<file path="config.mk">
export PLATFORM = sky130hd
export DESIGN_NAME = ts_ordset_gen
export DESIGN_NICKNAME = d
export VERILOG_FILES = /design/src/rtl/ts_ordset_gen.sv
export SDC_FILE = /design/constraint.sdc
export NUM_CORES = 1
export LEC_CHECK = 0
export BUFFER_PORTS_ARGS = -buffer_cell sky130_fd_sc_hd__buf_4
export CAP_MARGIN = 5
export CORE_ASPECT_RATIO = 1.75
export CORE_MARGIN = 1.5
export CORE_UTILIZATION = 45
export CTS_CLUSTER_DIAMETER = 50
export CTS_CLUSTER_SIZE = 24
export DETAILED_ROUTE_END_ITERATION = 16
export PLACE_DENSITY = 0.73
export SYNTH_ARGS = -nofsm -noshare
export SYNTH_HDL_FRONTEND = slang
export SYNTH_SLANG_ARGS = --single-unit
</file>
<file path="constraint.sdc">
create_clock -name clk -period 2.3 [get_ports clk]
set_input_delay 0.69 -clock clk [delete_from_list [all_inputs] [get_ports clk]]
set_output_delay 0.69 -clock clk [all_outputs]
set_load 0.02 [all_outputs]
</file>
<file path="src/rtl/ts_ordset_gen.sv">
// ts_ordset_gen: PCIe-style TS1/TS2 ordered-set burst generator.
// Optional SKP insertion every SKP_INTERVAL TS sets when TS_ORDSET_GEN_SKP_EN is defined.
module ts_ordset_gen #(
    parameter int TS_LEN       = 16,
    parameter int SKP_INTERVAL = 4
) (
    input  logic        clk,
    input  logic        reset,
    input  logic        start,
    input  logic        stop,
    input  logic        ts_type,
    input  logic [15:0] set_count,
    input  logic [7:0]  nfts,
    input  logic [7:0]  dri,
    input  logic [7:0]  tc,
    output logic [7:0]  txdata,
    output logic        txdatak,
    output logic        en_n,
    output logic        busy,
    output logic        done,
    output logic [15:0] sent_ctr
);
    typedef enum logic [1:0] {IDLE, TS, SKP} state_t;

    if (TS_LEN != 16 || SKP_INTERVAL < 1 || SKP_INTERVAL > 255) begin : g_bad_cfg
        $error("ts_ordset_gen: unsupported TS_LEN or SKP_INTERVAL");
    end

    state_t      state_q, state_d;
    logic [3:0]  sym_q, sym_d;
    logic        type_q, type_d;
    logic [15:0] cnt_q, cnt_d;
    logic [7:0]  nfts_q, nfts_d, dri_q, dri_d, tc_q, tc_d;
    logic [15:0] sent_q, sent_d;
    logic        stop_q, stop_d;
    logic        done_q, done_d;
    logic        last;
    logic [7:0]  ts_sym;
`ifdef TS_ORDSET_GEN_SKP_EN
    logic [7:0]  skp_q, skp_d;
`endif

    // stop is sticky per ordered set, so a one-cycle pulse anywhere in the set ends the burst
    assign last = (cnt_q != 16'd0 && sent_q + 16'd1 == cnt_q) || stop_q || stop;

    always_comb begin
        state_d = state_q;
        sym_d   = sym_q;
        type_d  = type_q;
        cnt_d   = cnt_q;
        nfts_d  = nfts_q;
        dri_d   = dri_q;
        tc_d    = tc_q;
        sent_d  = sent_q;
        stop_d  = stop_q;
        done_d  = 1'b0;
`ifdef TS_ORDSET_GEN_SKP_EN
        skp_d   = skp_q;
`endif
        case (state_q)
            IDLE: if (start) begin
                state_d = TS;
                sym_d   = 4'd0;
                type_d  = ts_type;
                cnt_d   = set_count;
                nfts_d  = nfts;
                dri_d   = dri;
                tc_d    = tc;
                sent_d  = 16'd0;
                stop_d  = stop;
`ifdef TS_ORDSET_GEN_SKP_EN
                skp_d   = 8'd0;
`endif
            end
            TS: begin
                sym_d  = sym_q + 4'd1;
                stop_d = stop_q | stop;
                if (sym_q == 4'(TS_LEN - 1)) begin
                    sent_d = sent_q + 16'd1;
                    stop_d = 1'b0;
                    if (last) begin
                        state_d = IDLE;
                        done_d  = 1'b1;
                    end
`ifdef TS_ORDSET_GEN_SKP_EN
                    else if (skp_q + 8'd1 == 8'(SKP_INTERVAL)) begin
                        state_d = SKP;
                        skp_d   = 8'd0;
                    end else
                        skp_d = skp_q + 8'd1;
`endif
                end
            end
`ifdef TS_ORDSET_GEN_SKP_EN
            SKP: begin
                sym_d  = sym_q + 4'd1;
                stop_d = stop_q | stop;
                if (sym_q == 4'd3) begin
                    sym_d   = 4'd0;
                    stop_d  = 1'b0;
                    state_d = (stop_q | stop) ? IDLE : TS;
                    done_d  = stop_q | stop;
                end
            end
`endif
            default: state_d = IDLE;
        endcase
    end

    always_ff @(posedge clk) begin
        if (reset) begin
            state_q <= IDLE;
            sym_q   <= 4'd0;
            type_q  <= 1'b0;
            cnt_q   <= 16'd0;
            nfts_q  <= 8'd0;
            dri_q   <= 8'd0;
            tc_q    <= 8'd0;
            sent_q  <= 16'd0;
            stop_q  <= 1'b0;
            done_q  <= 1'b0;
`ifdef TS_ORDSET_GEN_SKP_EN
            skp_q   <= 8'd0;
`endif
        end else begin
            state_q <= state_d;
            sym_q   <= sym_d;
            type_q  <= type_d;
            cnt_q   <= cnt_d;
            nfts_q  <= nfts_d;
            dri_q   <= dri_d;
            tc_q    <= tc_d;
            sent_q  <= sent_d;
            stop_q  <= stop_d;
            done_q  <= done_d;
`ifdef TS_ORDSET_GEN_SKP_EN
            skp_q   <= skp_d;
`endif
        end
    end

    assign ts_sym = sym_q == 4'd0 ? 8'hBC :
                    sym_q < 4'd3  ? 8'hF7 :
                    sym_q == 4'd3 ? nfts_q :
                    sym_q == 4'd4 ? dri_q :
                    sym_q == 4'd5 ? tc_q :
                    type_q        ? 8'h45 : 8'h4A;
`ifdef TS_ORDSET_GEN_SKP_EN
    assign txdata  = state_q == TS  ? ts_sym :
                     state_q == SKP ? (sym_q == 4'd0 ? 8'hBC : 8'h1C) : 8'h00;
    assign txdatak = state_q == TS ? sym_q < 4'd3 : state_q == SKP;
`else
    assign txdata  = state_q == TS ? ts_sym : 8'h00;
    assign txdatak = state_q == TS && sym_q < 4'd3;
`endif
    assign en_n     = state_q == IDLE;
    assign busy     = state_q != IDLE;
    assign done     = done_q;
    assign sent_ctr = sent_q;
endmodule
</file>
==> flow_metrics.tcl, run 1 <==
set metrics [dict create \
    rsz0062_at_grt "yes" \
    clk_path_buf_depth 2 \
    drtPass1Iterations 7 \
    gp_congestion 0.922 \
    area_growth_pct 40.2 \
    min_to "dri_q[0]$_SDFFE_PP0P_" \
    p_per_area_mw_per_mm2 651 \
    p_switching_uw 729 \
    synth_fp_nets 512 \
    crit_path_end_kind "output port" \
    clock-sinks 64 \
    ys_async_sr_fraction_pct 0 \
    drive_gt1_share_pct 29.8 \
    power_uw 3020 \
    netlist_area_mm2 0.00331 \
    grt_pass1_wl_mm 15.3 \
    cap_violations 0 \
    die_h_um 116 \
    grt_pass1_vias 3353 \
    grt_remaining_overflow 0 \
    die_area_mm2 0.00790 \
    worstPathCellList "inv_4 > ha_4 > nand3b_1 > buf_4 > nand2_4 > o21ai_1 > a211oi_1 > a21oi_1 > nor2_2 > buf_4" \
    n_fill_cell 649 \
    crit_path_max_fanout 3 \
    hold_class "reg -> reg" \
    swShare_pct 24.2 \
    grt_max_degree 65 \
    clkPwrFrac_pct 48.6 \
    vdd_ir_drop_max_mv 0.703 \
    wl_mm 10.5 \
    dp_cells 610 \
    violations "negative setup slack" \
    syn_area_per_cell_um2 7.15 \
    drtIter0Drc 238 \
    power.leakage_uw 0.00191 \
    synth.distinct_cells 44 \
    slew_headroom_pct 56.7 \
    yosys_warnings 0 \
    layout_setup_ws_ps -316 \
    ff_latch_area_mm2 0.00129 \
    hold_depth 2 \
    crit_required_ps 1610 \
    ios 73 \
    arrival_ps 1930 \
    cts_hold_buffers 0 \
    io_buffers 72 \
    fin_crit_ps 2620 \
    fin_setup_tns_ps -1480 \
    p_int_uw 2290 \
    finalHoldViolations 0 \
    post_drt_wl_per_cell_um 16.3 \
    multiInputGateArea_mm2 0.00202 \
    rows 41 \
    start_util_pct 46.1 \
    hold_slack_ps 454 \
    cts.reportedPaths.clkPinSlew_ps 50 \
    cts_tree "built" \
    post-dp-hpwl_mm 7.24 \
    worst_slew_pin_slew_ps 649 \
    ff2ff_path_depth 8 \
    crit_path_start_kind "flip-flop" \
    post-route-drc-count 0 \
    critPathSlowestCell "dfxtp_2" \
    rr_endpoint "state_q[0]$_SDFFE_PP0P_" \
    seq_power_share_pct 40.0 \
    path_common_cell "buf_4" \
    fin_worst_skew_ps 8.78 \
    synth_edf_count 0 \
    drtAntennaViolNets 0 \
    reg2reg_from "sent_ctr[1]$_SDFFE_PP0P_" \
    fmax_mhz 382 \
    critPathMaxStageDelay_ps 340 \
    antenna_found_initial 0 \
    core-area_mm2 0.00718 \
    drv_slew 0 \
    synthCells 463 \
    n_antenna_cell 0 \
    clk-insertion-delay-late_ps 340 \
    fin_cells 643 \
    p_comb_share_pct 11.4 \
    grt_use_total_pct 26.6 \
    setup_viol 8 \
    reg2reg_slack_ps 150 \
    ys_seq_area_share_pct 38.7 \
    htree_levels 3 \
    vias_per_cell 5.73 \
    dp_slack_ps -7.84 \
    synth_ff_type "dfxtp_1" \
    die_w_um 67.9 \
    vias 3683 \
    cts_buffers 9 \
    critical_path_class "reg -> out" \
    status "finished, violations left" \
    fin_crit_sh_pct 114 \
    min-delay-start "dri_q[0]$_SDFFE_PP0P_" \
    cts-root-buf "clkbuf_16" \
    synth_seq_cells 64 \
    fin_nets 601 \
]
cells by family after synthesis:
group | share of synthesized area (%)
mux | 0.604
xor+xnor | 6.61
simple gates | 29.3
flops | 38.7
fa+ha+maj | 1.51
buf+inv | 5.40
compound gates | 17.9
Yosys cell counts, drive strengths merged, types with 2 or more instances:
cell type  instances  area share [%]
a21oi             76              11
mux2i              2            0.60
dfxtp             64              39
ha                 4             1.5
o21ai             15             2.3
clkbuf            28             3.2
nand3              9             1.5
nor2              48             5.4
and4               2            0.53
nand2            103              12
nor4               8             1.5
xor2               6             1.6
nand4             10             2.1
a31oi              2            0.38
and3               5            0.94
inv                9             1.0
buf                8             1.2
a211oi             5             1.1
or2                2            0.38
xnor2             19             5.0
nor3b              2            0.45
nand3b             2            0.45
nand4b             2            0.53
nor3              17             2.9
critical path, delay by kind of cell (launching register included):
family	cells	cell delay, ps
AOI/OAI and AO/OA	3	440
buffers and inverters	3	410
DFF	1	340
and+or+nand+nor	3	290
adders and majority gates	1	120
sequential cells by signal, summed over array words and instances (netlist names):
signal    flops
dri_q         8
stop_q        1
type_q        1
sent_ctr     16
done          1
nfts_q        8
cnt_q        16
tc_q          8
state_q       1
sym_q         4
power groups by stage:
stage	Clock, µW	Combinational (µW)	Sequential, µW
after floorplan	0	188	1210
after global placement	0	304	1220
after detailed placement	0	311	1230
after CTS	1480	326	1200
after global routing	1540	376	1210
final	1470	344	1210
worst max-delay path by stage:
| stage | from | endpoint | slack, ps | depth (start not counted) |
|---|---|---|---|---|
| 2_1_floorplan | sym_q[0]$_SDFFE_PP0P_ | txdata[3] | -40 | 7 |
| 3_3_place_gp | sym_q[0]$_SDFFE_PP0P_ | txdata[1] | 80 | 8 |
| 3_5_place_dp | sym_q[1]$_SDFFE_PP0P_ | txdata[3] | -8 | 9 |
| 4_1_cts | sym_q[1]$_SDFFE_PP0P_ | txdata[0] | -190 | 9 |
| 5_1_grt | sym_q[1]$_SDFFE_PP0P_ | txdata[1] | -350 | 10 |
| 6_report | sym_q[1]$_SDFFE_PP0P_ | txdata[1] | -320 | 10 |
per-stage QoR:
step / util [%] / area (µm²)
floorplan: - / 3330
global placement: 56.0 / 4030
detailed placement: 56.0 / 4030
CTS: 62.3 / 4470
global route: 64.6 / 4640
finish: 64.6 / 4640
cells in the final DEF (no fill, tap or decap), types with 8 or more instances in the layout:
master	netlist	layout
clkbuf_16	0	9
nand3_1	8	8
a21oi_1	76	74
buf_4	0	110
nand4_1	9	9
xnor2_1	19	19
o21ai_0	14	10
nor2_1	48	43
nand2_1	103	102
nor3_1	16	12
dfxtp_1	64	59
routing by layer:
layer	part of all wire [%]	up-vias	routed length, µm	global-route usage, %
met2	54	150	5630	46.2
met4	8.0	0	838	24.8
met1	33	1716	3470	25.0
met3	4.9	53	513	5.20
li1	-	1764	-	-
met5	0	-	0	0
what timing repair did:
action | in CTS | in global routing
pin swaps | 13 | 12
setup endpoints to repair | 10 | 10
gates resized for setup | 21 | 22
buffers inserted | 7 | 10
gates cloned | 1 | 0
cell type report:
| class | count | area share (%) |
|---|---|---|
| clock buffer | 11 | 5.23 |
| clock inverter | 5 | 1.73 |
| inverter | 9 | 0.836 |
| multi-input combinational | 355 | 43.5 |
| sequential | 64 | 27.8 |
| tap | 86 | 2.32 |
| timing repair buffer | 113 | 18.6 |
(Power assumes the default switching activity.)
==> run 2: changes to the inputs <==
--- a/config.mk
+++ b/config.mk
@@ -9,11 +9,11 @@
 export CAP_MARGIN = 5
 export CORE_ASPECT_RATIO = 1.75
 export CORE_MARGIN = 1.5
-export CORE_UTILIZATION = 45
+export CORE_UTILIZATION = 49
 export CTS_CLUSTER_DIAMETER = 50
 export CTS_CLUSTER_SIZE = 24
 export DETAILED_ROUTE_END_ITERATION = 16
-export PLACE_DENSITY = 0.73
+export PLACE_DENSITY = 0.78
 export SYNTH_ARGS = -nofsm -noshare
 export SYNTH_HDL_FRONTEND = slang
 export SYNTH_SLANG_ARGS = --single-unit
==> flow_metrics.tcl, run 2 (same netlist as run 1, synthesis figures left out) <==
set metrics [dict create \
    dp_cells 611 \
    n_fill_cell 577 \
    htree_levels 3 \
    drive_gt1_share_pct 28.3 \
    violations "negative setup slack" \
    multiInputGateArea_mm2 0.00197 \
    grt_pass1_vias 3598 \
    drtIter0Drc 229 \
    arrival_ps 1930 \
    cts_hold_buffers 0 \
    met1_usage_pct 28.2 \
    crit_required_ps 1610 \
    cts.reportedPaths.clkPinSlew_ps 50 \
    use_met3_pct 5.45 \
    power.leakage_uw 0.00186 \
    reg2reg_slack_ps 80 \
    drtPass1Iterations 4 \
    drv_slew 0 \
    post-route-drc-count 0 \
    fmax_mhz 382 \
    fin_worst_skew_ps 4.11 \
    cts_buffers 9 \
    crit_path_start_kind "flip-flop" \
    crit_path_end "txdata[2]" \
    clk-insertion-delay-late_ps 330 \
    ff2ff_path_depth 8 \
    finalHoldViolations 0 \
    gp_congestion 0.935 \
    setup_viol 8 \
    fin_crit_sh_pct 114 \
    core-area_mm2 0.00654 \
    wl_mm 9.96 \
    layout_setup_ws_ps -320 \
    crit_start "sym_q[1]$_SDFFE_PP0P_" \
    worst_slew_pin_slew_ps 543 \
    vdd_ir_drop_max_mv 0.524 \
    io_buffers 72 \
    cts_tree "built" \
    ff_latch_area_mm2 0.00129 \
    grt_use_total_pct 28.7 \
    crit_path_max_fanout 5 \
    cap_violations 0 \
    fin_crit_ps 2620 \
    vias_per_cell 5.73 \
    die_h_um 112 \
    p_per_area_mw_per_mm2 615 \
    grt_pass1_wl_mm 16.0 \
    hold_class "reg -> reg" \
    drtAntennaViolNets 0 \
    grt_use_met2_pct 50.1 \
    mostFrequentLayoutCells "buf_4 (108), nand2_1 (103), a21oi_1 (74)" \
    die_w_um 65.1 \
    fin_cells 633 \
    cts-root-buf "clkbuf_16" \
    final_common_cell "buf_4" \
    clock-sinks 64 \
    status "finished, violations left" \
    rr_endpoint "state_q[0]$_SDFFE_PP0P_" \
    busiest_layer "met2" \
    n_antenna_cell 0 \
    post_drt_wl_per_cell_um 15.7 \
    die_area_mm2 0.00728 \
    area_growth_pct 35.6 \
    start_util_pct 50.7 \
    dp_slack_ps -1.49 \
    grt_max_degree 46 \
    grt_remaining_overflow 0 \
    clk_path_buf_depth 2 \
    vias 3628 \
    post-dp-hpwl_mm 6.97 \
    crit_path_end_kind "output port" \
    antenna_found_initial 0 \
    fin_nets 596 \
    rows 39 \
    ios 73 \
    slew_headroom_pct 63.7 \
    reg2reg_from "sent_ctr[1]$_SDFFE_PP0P_" \
    critical_path_class "reg -> out" \
    rsz0062_at_grt "yes" \
]
[run 2: how the worst min path moves through the flow]
| stage | cells past startpoint | from | to |
|---|---|---|---|
| finish | 2 | tc_q[2]$_SDFFE_PP0P_ | tc_q[2]$_SDFFE_PP0P_ |
| global route | 2 | dri_q[7]$_SDFFE_PP0P_ | dri_q[7]$_SDFFE_PP0P_ |
| detailed placement | 2 | dri_q[3]$_SDFFE_PP0P_ | dri_q[3]$_SDFFE_PP0P_ |
| floorplan | 2 | dri_q[2]$_SDFFE_PP0P_ | dri_q[2]$_SDFFE_PP0P_ |
| CTS | 2 | tc_q[2]$_SDFFE_PP0P_ | tc_q[2]$_SDFFE_PP0P_ |
| global placement | 2 | nfts_q[0]$_SDFFE_PP0P_ | nfts_q[0]$_SDFFE_PP0P_ |
[run 2: repair_timing]
action,in CTS,in global routing
pin swaps,8,1
gates resized for setup,17,12
setup endpoints to repair,8,10
buffers inserted,6,1
[run 2: stage by stage]
step | power (µW) | hold WS [ps] | TNS [ps] | area (µm²) | util (%)
after detailed placement | 1530 | 451 | -1.49 | 4060 | 62.1
final | 2760 | 453 | -1720 | 4490 | 68.7
after floorplan | 1390 | 433 | -42.3 | 3330 | -
after global routing | 2880 | 484 | -2430 | 4490 | 68.7
after global placement | 1530 | 444 | 0 | 4060 | 62.1
after CTS | 2780 | 458 | -1280 | 4420 | 67.6
[run 2: power breakdown]
| part | total [µW] | switching (µW) | internal (µW) |
|---|---|---|---|
| registers | 1210 | 50.1 | 1160 |
| logic | 327 | 175 | 152 |
| clock network | 1230 | 457 | 772 |
[run 2: cell type report]
type                            count  area share [%]
Multi-Input combinational cell    354            43.8
Sequential cell                    64            28.7
Timing Repair Buffer              109            18.3
Clock buffer                       11            5.63
Tap cell                           82            2.28
Inverter                            9           0.808
Clock inverter                      4           0.446
[run 2: routing by layer]
metal	part of all wire [%]	wire, µm
met2	52	5210
met5	0	0
met3	4.9	490
met1	34	3370
met4	8.9	890
[run 2: critical path, stage by stage, from the launching register on]
cell      delay (ps)
dfxtp_2          340
inv_4             90
ha_4             120
nand3b_1         190
buf_4            220
buf_4            130
o211ai_1         140
o21ai_1          100
a21oi_2          130
buf_4            150
